### config.mk
export PLATFORM = sky130hd
export DESIGN_NAME = rsa_job_sequencer
export DESIGN_NICKNAME = d
export VERILOG_FILES = /design/src/rtl/rsa_seq_pkg.sv /design/src/rtl/rsa_phase_timer.sv /design/src/rtl/rsa_job_sequencer.sv
export SDC_FILE = /design/constraint.sdc
export NUM_CORES = 2
export LEC_CHECK = 0
export ABC_AREA = 1
export CORE_AREA = 3 3 607 609
export DETAILED_ROUTE_END_ITERATION = 8
export DIE_AREA = 0 0 610 612
export DONT_BUFFER_PORTS = 1
export GPL_TIMING_DRIVEN = 0
export PLACE_DENSITY = 0.31
export SYNTH_ARGS = -nofsm -noshare
export SYNTH_HDL_FRONTEND = slang
export SYNTH_SLANG_ARGS = --single-unit
### constraint.sdc
create_clock -name clk -period 2.4 [get_ports clk]
set_input_delay 0.36 -clock clk [delete_from_list [all_inputs] [get_ports clk]]
set_output_delay 0.36 -clock clk [all_outputs]
set_load 0.01 [all_outputs]
### src/rtl/rsa_seq_pkg.sv
// rtl/rsa_seq_pkg.sv - shared state encoding, default parameters and counter sizing for the RSA job sequencer
package rsa_seq_pkg;

  localparam int DEF_WIDTH   = 128;
  localparam int DEF_SETTLE  = 2;
  localparam int DEF_TIMEOUT = 1048576;

  typedef enum logic [2:0] {
    ST_IDLE,
    ST_INV_START,
    ST_INV_WAIT,
    ST_EXP_START,
    ST_EXP_WAIT,
    ST_OUT_HOLD
  } seq_state_e;

  function automatic int cnt_width(input int timeout);
    return $clog2(timeout + 1);
  endfunction

endpackage

### src/rtl/rsa_phase_timer.sv
// rtl/rsa_phase_timer.sv - saturating per-phase wait counter with settle and timeout flags
module rsa_phase_timer
  import rsa_seq_pkg::*;
#(
  parameter int SETTLE  = DEF_SETTLE,
  parameter int TIMEOUT = DEF_TIMEOUT
) (
  input  logic clk_i,
  input  logic reset_i,
  input  logic clear_i,
  output logic settle_done_o,
  output logic timeout_o
);

  localparam int CW = cnt_width(TIMEOUT);

  logic [CW-1:0] cnt_q;

  always_ff @(posedge clk_i) begin
    if (reset_i || clear_i) begin
      cnt_q <= '0;
    end else if (cnt_q != CW'(TIMEOUT)) begin
      cnt_q <= cnt_q + 1'b1;
    end
  end

  assign settle_done_o = (cnt_q >= CW'(SETTLE));
  // Flags the edge on which the count would reach TIMEOUT, so a phase waits at most TIMEOUT cycles.
  assign timeout_o     = (({1'b0, cnt_q} + 1'b1) >= (CW + 1)'(TIMEOUT));

endmodule

### src/rtl/rsa_job_sequencer.sv
// rtl/rsa_job_sequencer.sv - streaming job front-end that pulses the RSA control core through inverter and mod-exp phases
// Optional key cache (skip inverter phase on a repeated p/q) is enabled by defining RSA_KEY_CACHE_EN.
module rsa_job_sequencer
  import rsa_seq_pkg::*;
#(
  parameter int WIDTH   = DEF_WIDTH,
  parameter int SETTLE  = DEF_SETTLE,
  parameter int TIMEOUT = DEF_TIMEOUT
) (
  input  logic               clk,
  input  logic               reset,
  input  logic               in_valid,
  output logic               in_ready,
  input  logic [WIDTH-1:0]   in_p,
  input  logic [WIDTH-1:0]   in_q,
  input  logic               in_mode,
  input  logic [2*WIDTH-1:0] in_msg,
  output logic [WIDTH-1:0]   core_p,
  output logic [WIDTH-1:0]   core_q,
  output logic               core_encrypt_decrypt,
  output logic [2*WIDTH-1:0] core_msg_in,
  output logic               core_reset_inverter,
  output logic               core_reset_mod_exp,
  input  logic               core_inverter_finish,
  input  logic               core_mod_exp_finish,
  input  logic [2*WIDTH-1:0] core_msg_out,
  output logic               out_valid,
  input  logic               out_ready,
  output logic [2*WIDTH-1:0] out_msg,
  output logic               out_err,
  output logic               busy
);

  seq_state_e         state_q;
  logic [WIDTH-1:0]   p_q, q_q;
  logic               mode_q;
  logic [2*WIDTH-1:0] msg_q, out_msg_q;
  logic               pulse_inv_q, pulse_exp_q, out_valid_q, out_err_q;
  logic               settle_done, timeout, accept, cache_hit;
  logic               inv_done, inv_abort, exp_done, exp_abort;

  assign in_ready  = (state_q == ST_IDLE) && !reset;
  assign accept    = in_valid && in_ready;
  // A finish arriving on the timeout cycle still counts as success.
  assign inv_done  = (state_q == ST_INV_WAIT) && settle_done && core_inverter_finish;
  assign inv_abort = (state_q == ST_INV_WAIT) && !inv_done && timeout;
  assign exp_done  = (state_q == ST_EXP_WAIT) && settle_done && core_mod_exp_finish;
  assign exp_abort = (state_q == ST_EXP_WAIT) && !exp_done && timeout;

  rsa_phase_timer #(.SETTLE(SETTLE), .TIMEOUT(TIMEOUT)) u_timer (
    .clk_i         (clk),
    .reset_i       (reset),
    .clear_i       ((state_q == ST_INV_START) || (state_q == ST_EXP_START)),
    .settle_done_o (settle_done),
    .timeout_o     (timeout)
  );

`ifdef RSA_KEY_CACHE_EN
  logic [WIDTH-1:0] last_p_q, last_q_q;
  logic             cache_valid_q;

  assign cache_hit = cache_valid_q && (in_p == last_p_q) && (in_q == last_q_q);

  always_ff @(posedge clk) begin
    if (reset) begin
      cache_valid_q <= 1'b0;
      last_p_q      <= '0;
      last_q_q      <= '0;
    end else if (inv_done) begin
      cache_valid_q <= 1'b1;
      last_p_q      <= p_q;
      last_q_q      <= q_q;
    end else if (inv_abort || exp_abort) begin
      cache_valid_q <= 1'b0;
    end
  end
`else
  assign cache_hit = 1'b0;
`endif

  always_ff @(posedge clk) begin
    if (reset) begin
      state_q     <= ST_IDLE;
      p_q         <= '0;
      q_q         <= '0;
      mode_q      <= 1'b0;
      msg_q       <= '0;
      out_msg_q   <= '0;
      pulse_inv_q <= 1'b0;
      pulse_exp_q <= 1'b0;
      out_valid_q <= 1'b0;
      out_err_q   <= 1'b0;
    end else begin
      pulse_inv_q <= 1'b0;
      pulse_exp_q <= 1'b0;
      case (state_q)
        ST_IDLE: begin
          if (accept) begin
            p_q    <= in_p;
            q_q    <= in_q;
            mode_q <= in_mode;
            msg_q  <= in_msg;
            if (cache_hit) begin
              state_q     <= ST_EXP_START;
              pulse_exp_q <= 1'b1;
            end else begin
              state_q     <= ST_INV_START;
              pulse_inv_q <= 1'b1;
            end
          end
        end
        ST_INV_START: state_q <= ST_INV_WAIT;
        ST_INV_WAIT: begin
          if (inv_done) begin
            state_q     <= ST_EXP_START;
            pulse_exp_q <= 1'b1;
          end else if (inv_abort) begin
            state_q     <= ST_OUT_HOLD;
            out_msg_q   <= '0;
            out_err_q   <= 1'b1;
            out_valid_q <= 1'b1;
          end
        end
        ST_EXP_START: state_q <= ST_EXP_WAIT;
        ST_EXP_WAIT: begin
          if (exp_done || exp_abort) begin
            state_q     <= ST_OUT_HOLD;
            out_msg_q   <= exp_done ? core_msg_out : '0;
            out_err_q   <= exp_abort;
            out_valid_q <= 1'b1;
          end
        end
        ST_OUT_HOLD: begin
          if (out_ready) begin
            state_q     <= ST_IDLE;
            out_valid_q <= 1'b0;
            out_err_q   <= 1'b0;
          end
        end
        default: state_q <= ST_IDLE;
      endcase
    end
  end

  assign core_p               = p_q;
  assign core_q               = q_q;
  assign core_encrypt_decrypt = mode_q;
  assign core_msg_in          = msg_q;
  assign core_reset_inverter  = pulse_inv_q;
  assign core_reset_mod_exp   = pulse_exp_q;
  assign out_valid            = out_valid_q;
  assign out_msg              = out_msg_q;
  assign out_err              = out_err_q;
  assign busy                 = (state_q != ST_IDLE);

endmodule

# Word level (Yosys, flattened, before mapping)
# Cells that the tools add are included.
[totals]
reg_bits = 797
latchBits = 0
mem_bits_rw = 0
rom_bits = 0
inputBits = 775
output_inout_bits = 775
mem_count = 0
[classes]
addsub = 2
multipliers = 0
n_div = 0
order_cmp = 2
eq_ne = 12
shifts = 0
mux = 20
bitwise = 2
n_reduce_logical = 26
[op_table]
columns = ["cell", "n"]
rows = [
  ["2-to-1 mux 256 bit", 4],
  ["case mux 256 bit (2 select lines)", 1],
  ["adder 21 x 1 -> 22 bit, second input constant", 1],
  ["greater-or-equal comparator 22 x 21 -> 1 bit, second input constant", 1],
  ["adder 21 x 1 -> 21 bit, second input constant", 1],
  ["greater-or-equal comparator 21 x 2 -> 1 bit, second input constant", 1],
  ["inequality test 21 bit, second input constant", 1],
  ["case mux 3 bit (6 select lines)", 1],
  ["2-to-1 mux 3 bit", 5],
  ["logical AND 1 bit", 10],
  ["inequality test 2 bit, second input constant", 4],
  ["AND reduction 4 bit", 2],
  ["2-to-1 mux 1 bit", 7],
  ["equality test 3 x 2 -> 1 bit, second input constant", 2],
  ["equality test 3 bit, second input constant", 2],
  ["case mux 1 bit (3 select lines)", 2],
  ["nonzero test 3 bit", 2],
  ["AND reduction 5 bit", 1],
  ["OR reduction 2 bit", 2],
  ["equality test 3 x 1 -> 1 bit, second input constant", 1],
  ["zero test 1 bit", 3],
  ["zero test 3 bit", 1],
  ["logical OR 1 bit", 3],
  ["inequality test 3 bit, second input constant", 1],
  ["4 further kinds", 5],
]

# Longest topological paths before layout
[depth]
ltp_word = 9
mapped_depth = 15
mapped_depth_nobuf = 15

# Hierarchy
# A second synthesis with hierarchy kept.
[hier_totals]
cells_unflattened = 4161
hier_area_um2 = 30138.9
[by_module_without_submodules]
columns = ["module", "instances", "cells_each", "area_each_um2", "seq_area_each_um2"]
rows = [
  ["rsa_job_sequencer", 1, 3970, 28905.2, 15534.9],
  ["rsa_phase_timer", 1, 191, 1233.7, 420.4],
]

# Least setup slack after synthesis
# Ideal clock, no wire load.
[synth_timing]
path_type = "flip-flop to flip-flop"
from = "reg u_timer.cnt_q[0]"
to = "reg out_msg_q[76] (netlist: out_msg[76])"
setup_time_ns = 0.143
arrival_ns = 1.810
path_slack_ns = 0.446
path_stages_with_launch = 14
path_buffers = 2
synth_period_minus_slack_ns = 1.954
path_cell_list = "dfxtp_1 > inv_1 > ha_1 > nand3b_1 > nor2_1 > nand3_1 > a21boi_0 > nand2_1 > nand2_1 > nand2_4 > buf_8 > buf_6 > nand2_2 > a21oi_2"
[synth_via]
elab_chain_len = 9
elab_cells_between_ends = 21
[synth_lines]
columns = ["item", "line", "rtl"]
rows = [
  ["start: declaration", "rsa_phase_timer.sv:17", "logic [CW-1:0] cnt_q;"],
  ["start signal: assignment", "rsa_phase_timer.sv:23", "cnt_q <= cnt_q + 1'b1;"],
  ["parallel branches: the longest is 9 deep, another holds adder 21 x 1 -> 22 bit", "-", ""],
  ["end signal: assignment", "rsa_job_sequencer.sv:128", "out_msg_q <= exp_done ? core_msg_out : '0;"],
  ["end: declaration", "rsa_job_sequencer.sv:37", "logic [2*WIDTH-1:0] msg_q, out_msg_q;"],
]
# Several ways; the timed one is not identified. The select of a mux whose other input is x is not followed.
# A chain may end at the register's enable or synchronous reset.

# Worst setup path in the final report
[layout_timing]
from = "reg u_timer.cnt_q[1]"
to = "reg out_msg_q[30] (netlist: out_msg[30])"
# Same word-level chain as after synthesis.

==> flow_summary_export.csv <==
group,metric,value,unit
cts,root_buffer,"clkbuf_16",
route,routed_wl,262000,um
place,placed_area,34000,um^2
pwr,ir_drop,0.000573,V
sta,setup_violations,0,
cts,max-clock-path-buffers,4,
sta,period_share,0.969,
place,portBuffers,0,
global_route,grt_pass1_wl,326000,um
global_route,antenna_found_initial,198,
global_route,grt_util_all_layers,0.133,
die,initial_utilization,0.0771,
final_layout,drive_above_1_share,0.103,
pwr,p_switching,16.1,mW
logic_synthesis,yosys_warnings,0,
sta,fin_skew,61.8,ps
cts,numCtsBuffers,108,
route,remaining_drc_errors,0,
worst_setup_path,cp.required,3040,ps
final_layout,fin_area,46400,um^2
sta,min_period,2330,ps
cts,clk_latency,850,ps
route,drtIter0Drc,1840,
logic_synthesis,synth_mux_area_frac,0,
route,viasPerCell,3.15,
logic_synthesis,syn_nets,4344,
worst_setup_path,cp-end-kind,"flop",
route,route.vias.total,29689,
place,hpwlAfterDp,229000,um
sta,rsz0062_at_grt,"true",
worst_hold_path,hold_class,"primary input to flop",
logic_synthesis,post_synth_and_or_nand_nor_area_fraction,0.321,
logic_synthesis,ys_types,34,
logic_synthesis,synth_area,28000,um^2
logic_synthesis,synth_seq_cells,797,
cts,numClockSinks,797,
pwr,power.internal,27.8,mW
route,dr.pass1.iters,7,
logic_synthesis,synth_top_family_by_area,"simple AND/OR/NAND/NOR gates",
global_route,grt_pass1_vias,29427,
worst_setup_path,cp_max_fo,10,
die,die_w,610,um
pwr,combPwrFrac,0.175,
place,place_inst,8362,
global_route,grt_max_degree,16,
cts,cts_max_level,3,
logic_synthesis,synthesis.instances,3566,
pwr,p_sw_frac,0.366,
sta,max-slew-margin-rel,0.186,
final_layout,final_util,0.128,
die,io-pin-count,1550,
worst_setup_path,reg2reg_depth,12,
logic_synthesis,synth_xor_area_frac,0.000313,
worst_hold_path,whs_path_depth,3,
logic_synthesis,ys_seq_area_frac,0.571,
sta,slew_violations,0,
sta,hold_viol,0,
logic_synthesis,ys.flop_type,"dfxtp_1",
final_layout,fin_nets,5243,
route,wl_per_cell,27.8,um
logic_synthesis,synth-compound-area-share,0.0570,
pwr,power_density,947,nW/um^2
logic_synthesis,synth_adder_area_share,0.00134,
final_layout,areaGrowthSynthToFinish,65.8,%
run_status,status,"finished clean",
cts,clk_pin_slew_worst_paths,60,ps
worst_setup_path,worst-setup-path-type,"flop to flop",
place,gp_congestion,0.940,
pwr,p_total,43.9,mW
global_route,gr-total-overflow,0,
die,die-area,373000,um^2
sta,worstMarginPinSlew,1220,ps
cts,cts_tree,"done",
pwr,leakage,17.8,nW
pwr,p_clk_frac,0.373,
logic_synthesis,postSynthAreaPerCell,7.84,um^2
die,die_height,612,um
die,rows,221,
pwr,power_frac_seq,0.452,
route,ant_nets,0,
logic_synthesis,synth_edf_count,0,
sta,max_freq,430,MHz
die,core_area,363000,um^2
flow_run,maxCapViolations,0,
worst_setup_path,start_kind,"flop",
final_layout,stdcell_count,9429,
logic_synthesis,async_flop_share,0,
worst_setup_path,arrival,2970,ps
==> flip-flops by register name, summed over array words and instances (netlist names) <==
| name | count |
|---|---|
| core_encrypt_decrypt | 1 |
| u_timer.cnt_q | 21 |
| core_p | 128 |
| core_reset_inverter | 1 |
| out_valid | 1 |
| state_q | 3 |
| out_err | 1 |
| core_msg_in | 256 |
| core_reset_mod_exp | 1 |
| out_msg | 256 |
| core_q | 128 |
==> path summary, 6_finish.rpt <==
| path | start | endpoint | slack, ps |
|---|---|---|---|
| hold reg to reg | u_timer.cnt_q[0] | u_timer.cnt_q[0] | 500 |
| setup / recovery | u_timer.cnt_q[1] | out_msg[30] | 70 |
| hold / removal | in_q[14] | core_q[14] | 160 |
| setup reg to reg | u_timer.cnt_q[1] | out_msg[30] | 70 |
==> final cells by class <==
| cell class | instances | area, um^2 |
|---|---|---|
| fill | 41865 | 316000 |
| sequential | 797 | 16000 |
| multi-input combinational | 2474 | 10900 |
| timing repair buffer | 789 | 8000 |
| tap | 4794 | 6000 |
| clock buffer | 151 | 3090 |
| buffer | 256 | 1560 |
| clock inverter | 41 | 430 |
| antenna | 88 | 220 |
| inverter | 39 | 154 |
==> power groups by stage <==
stage               clock (mW)  sequential [mW]  combinational [mW]
floorplan                    0             17.8                3.62
CTS                       17.1             20.1                7.85
finish                    16.4             19.9                7.68
detailed placement           0             20.4                5.80
global placement             0             20.4                5.73
global route              17.5             20.1                8.49
==> kinds of logic (layout without fill, tap and decap cells) <==
kind of cell | Yosys count | count (layout)
compound gates | 290 | 290
other cells | 0 | 88
flops | 797 | 797
fa+ha+maj | 3 | 3
buf+inv | 295 | 1276
xor+xnor | 1 | 1
simple gates | 2180 | 2180
==> layout by cell type (no fill, tap or decap), types with 3 or more instances in the layout <==
| cell | synthesis | routed |
|---|---|---|
| nand2_1 | 1559 | 1514 |
| dfxtp_1 | 797 | 793 |
| dlygate4sd3_1 | 0 | 772 |
| nand3_1 | 528 | 523 |
| a21oi_1 | 240 | 230 |
| clkbuf_1 | 172 | 138 |
| clkbuf_16 | 0 | 109 |
| diode_2 | 0 | 88 |
| nand2_2 | 31 | 64 |
| nor2_1 | 46 | 42 |
| clkbuf_2 | 0 | 41 |
| a21oi_2 | 30 | 40 |
| inv_1 | 38 | 34 |
| buf_4 | 0 | 32 |
| buf_2 | 55 | 28 |
| clkbuf_8 | 0 | 25 |
| clkinv_2 | 0 | 22 |
| buf_6 | 25 | 21 |
| buf_12 | 1 | 11 |
| nand2_4 | 1 | 11 |
| o21ai_0 | 9 | 9 |
| clkbuf_4 | 0 | 7 |
| clkinvlp_4 | 0 | 6 |
| buf_8 | 1 | 6 |
| nor2_4 | 0 | 5 |
| bufinv_16 | 0 | 5 |
| nand3_4 | 0 | 4 |
| nor3_1 | 4 | 4 |
| buf_16 | 0 | 4 |
| inv_2 | 1 | 3 |
| clkinv_4 | 0 | 3 |
| dfxtp_2 | 0 | 3 |
==> what timing repair did <==
action,in CTS,in global routing
resized for setup,163,88
cloned,3,0
hold endpoints to repair,775,0
setup endpoints to repair,759,365
hold buffers,772,0
pin swaps,7,10
setup buffers,9,4
==> critical path, stage by stage, from the launching register on <==
cell,delay (ps)
dfxtp_2,340
buf_4,130
ha_1,160
nand3b_1,160
nor2_2,140
nand3_4,140
nand3_2,120
clkinvlp_4,90
buf_12,150
buf_4,210
buf_2,230
nand2_1,190
a21oi_1,90
==> stage by stage <==
step	hold WS (ps)	setup WS (ps)	TNS (ps)
finish	159	73.6	0
global route	95.4	-105	-1120
CTS	37.2	-11.0	-17.6
detailed placement	475	-2440	-1025340
global placement	473	-3540	-1530520
floorplan	463	446	0
==> layer usage <==
layer  global-route usage  vias to the layer above  wire length [um]
li1                     -                    13443                 -
met5                    0                        -               661
met1                0.132                    14102             89700
met3               0.0421                      567             20400
met4               0.0552                       94             13800
met2                0.254                     1483            137000
==> synthesized netlist by cell type, types with 2 or more instances <==
cell | n | area, um^2
a21oi_1 | 240 | 1200
nand3b_1 | 2 | 15.0
o21a_1 | 2 | 15.0
dfxtp_1 | 797 | 16000
a21oi_2 | 30 | 263
nand2_1 | 1559 | 5850
nand2_2 | 31 | 194
buf_6 | 25 | 282
o21ai_0 | 9 | 45.0
nand4_1 | 2 | 12.5
a211oi_1 | 2 | 15.0
inv_1 | 38 | 143
buf_2 | 55 | 275
nor3_1 | 4 | 20.0
nor4_1 | 2 | 12.5
nand3_1 | 528 | 2640
nor2_1 | 46 | 173
clkbuf_1 | 172 | 646
nor2_2 | 3 | 18.8
buf_1 | 2 | 7.51
ha_1 | 3 | 37.5
a31oi_1 | 2 | 12.5
No activity file was read; power rests on OpenSTA's default activity.
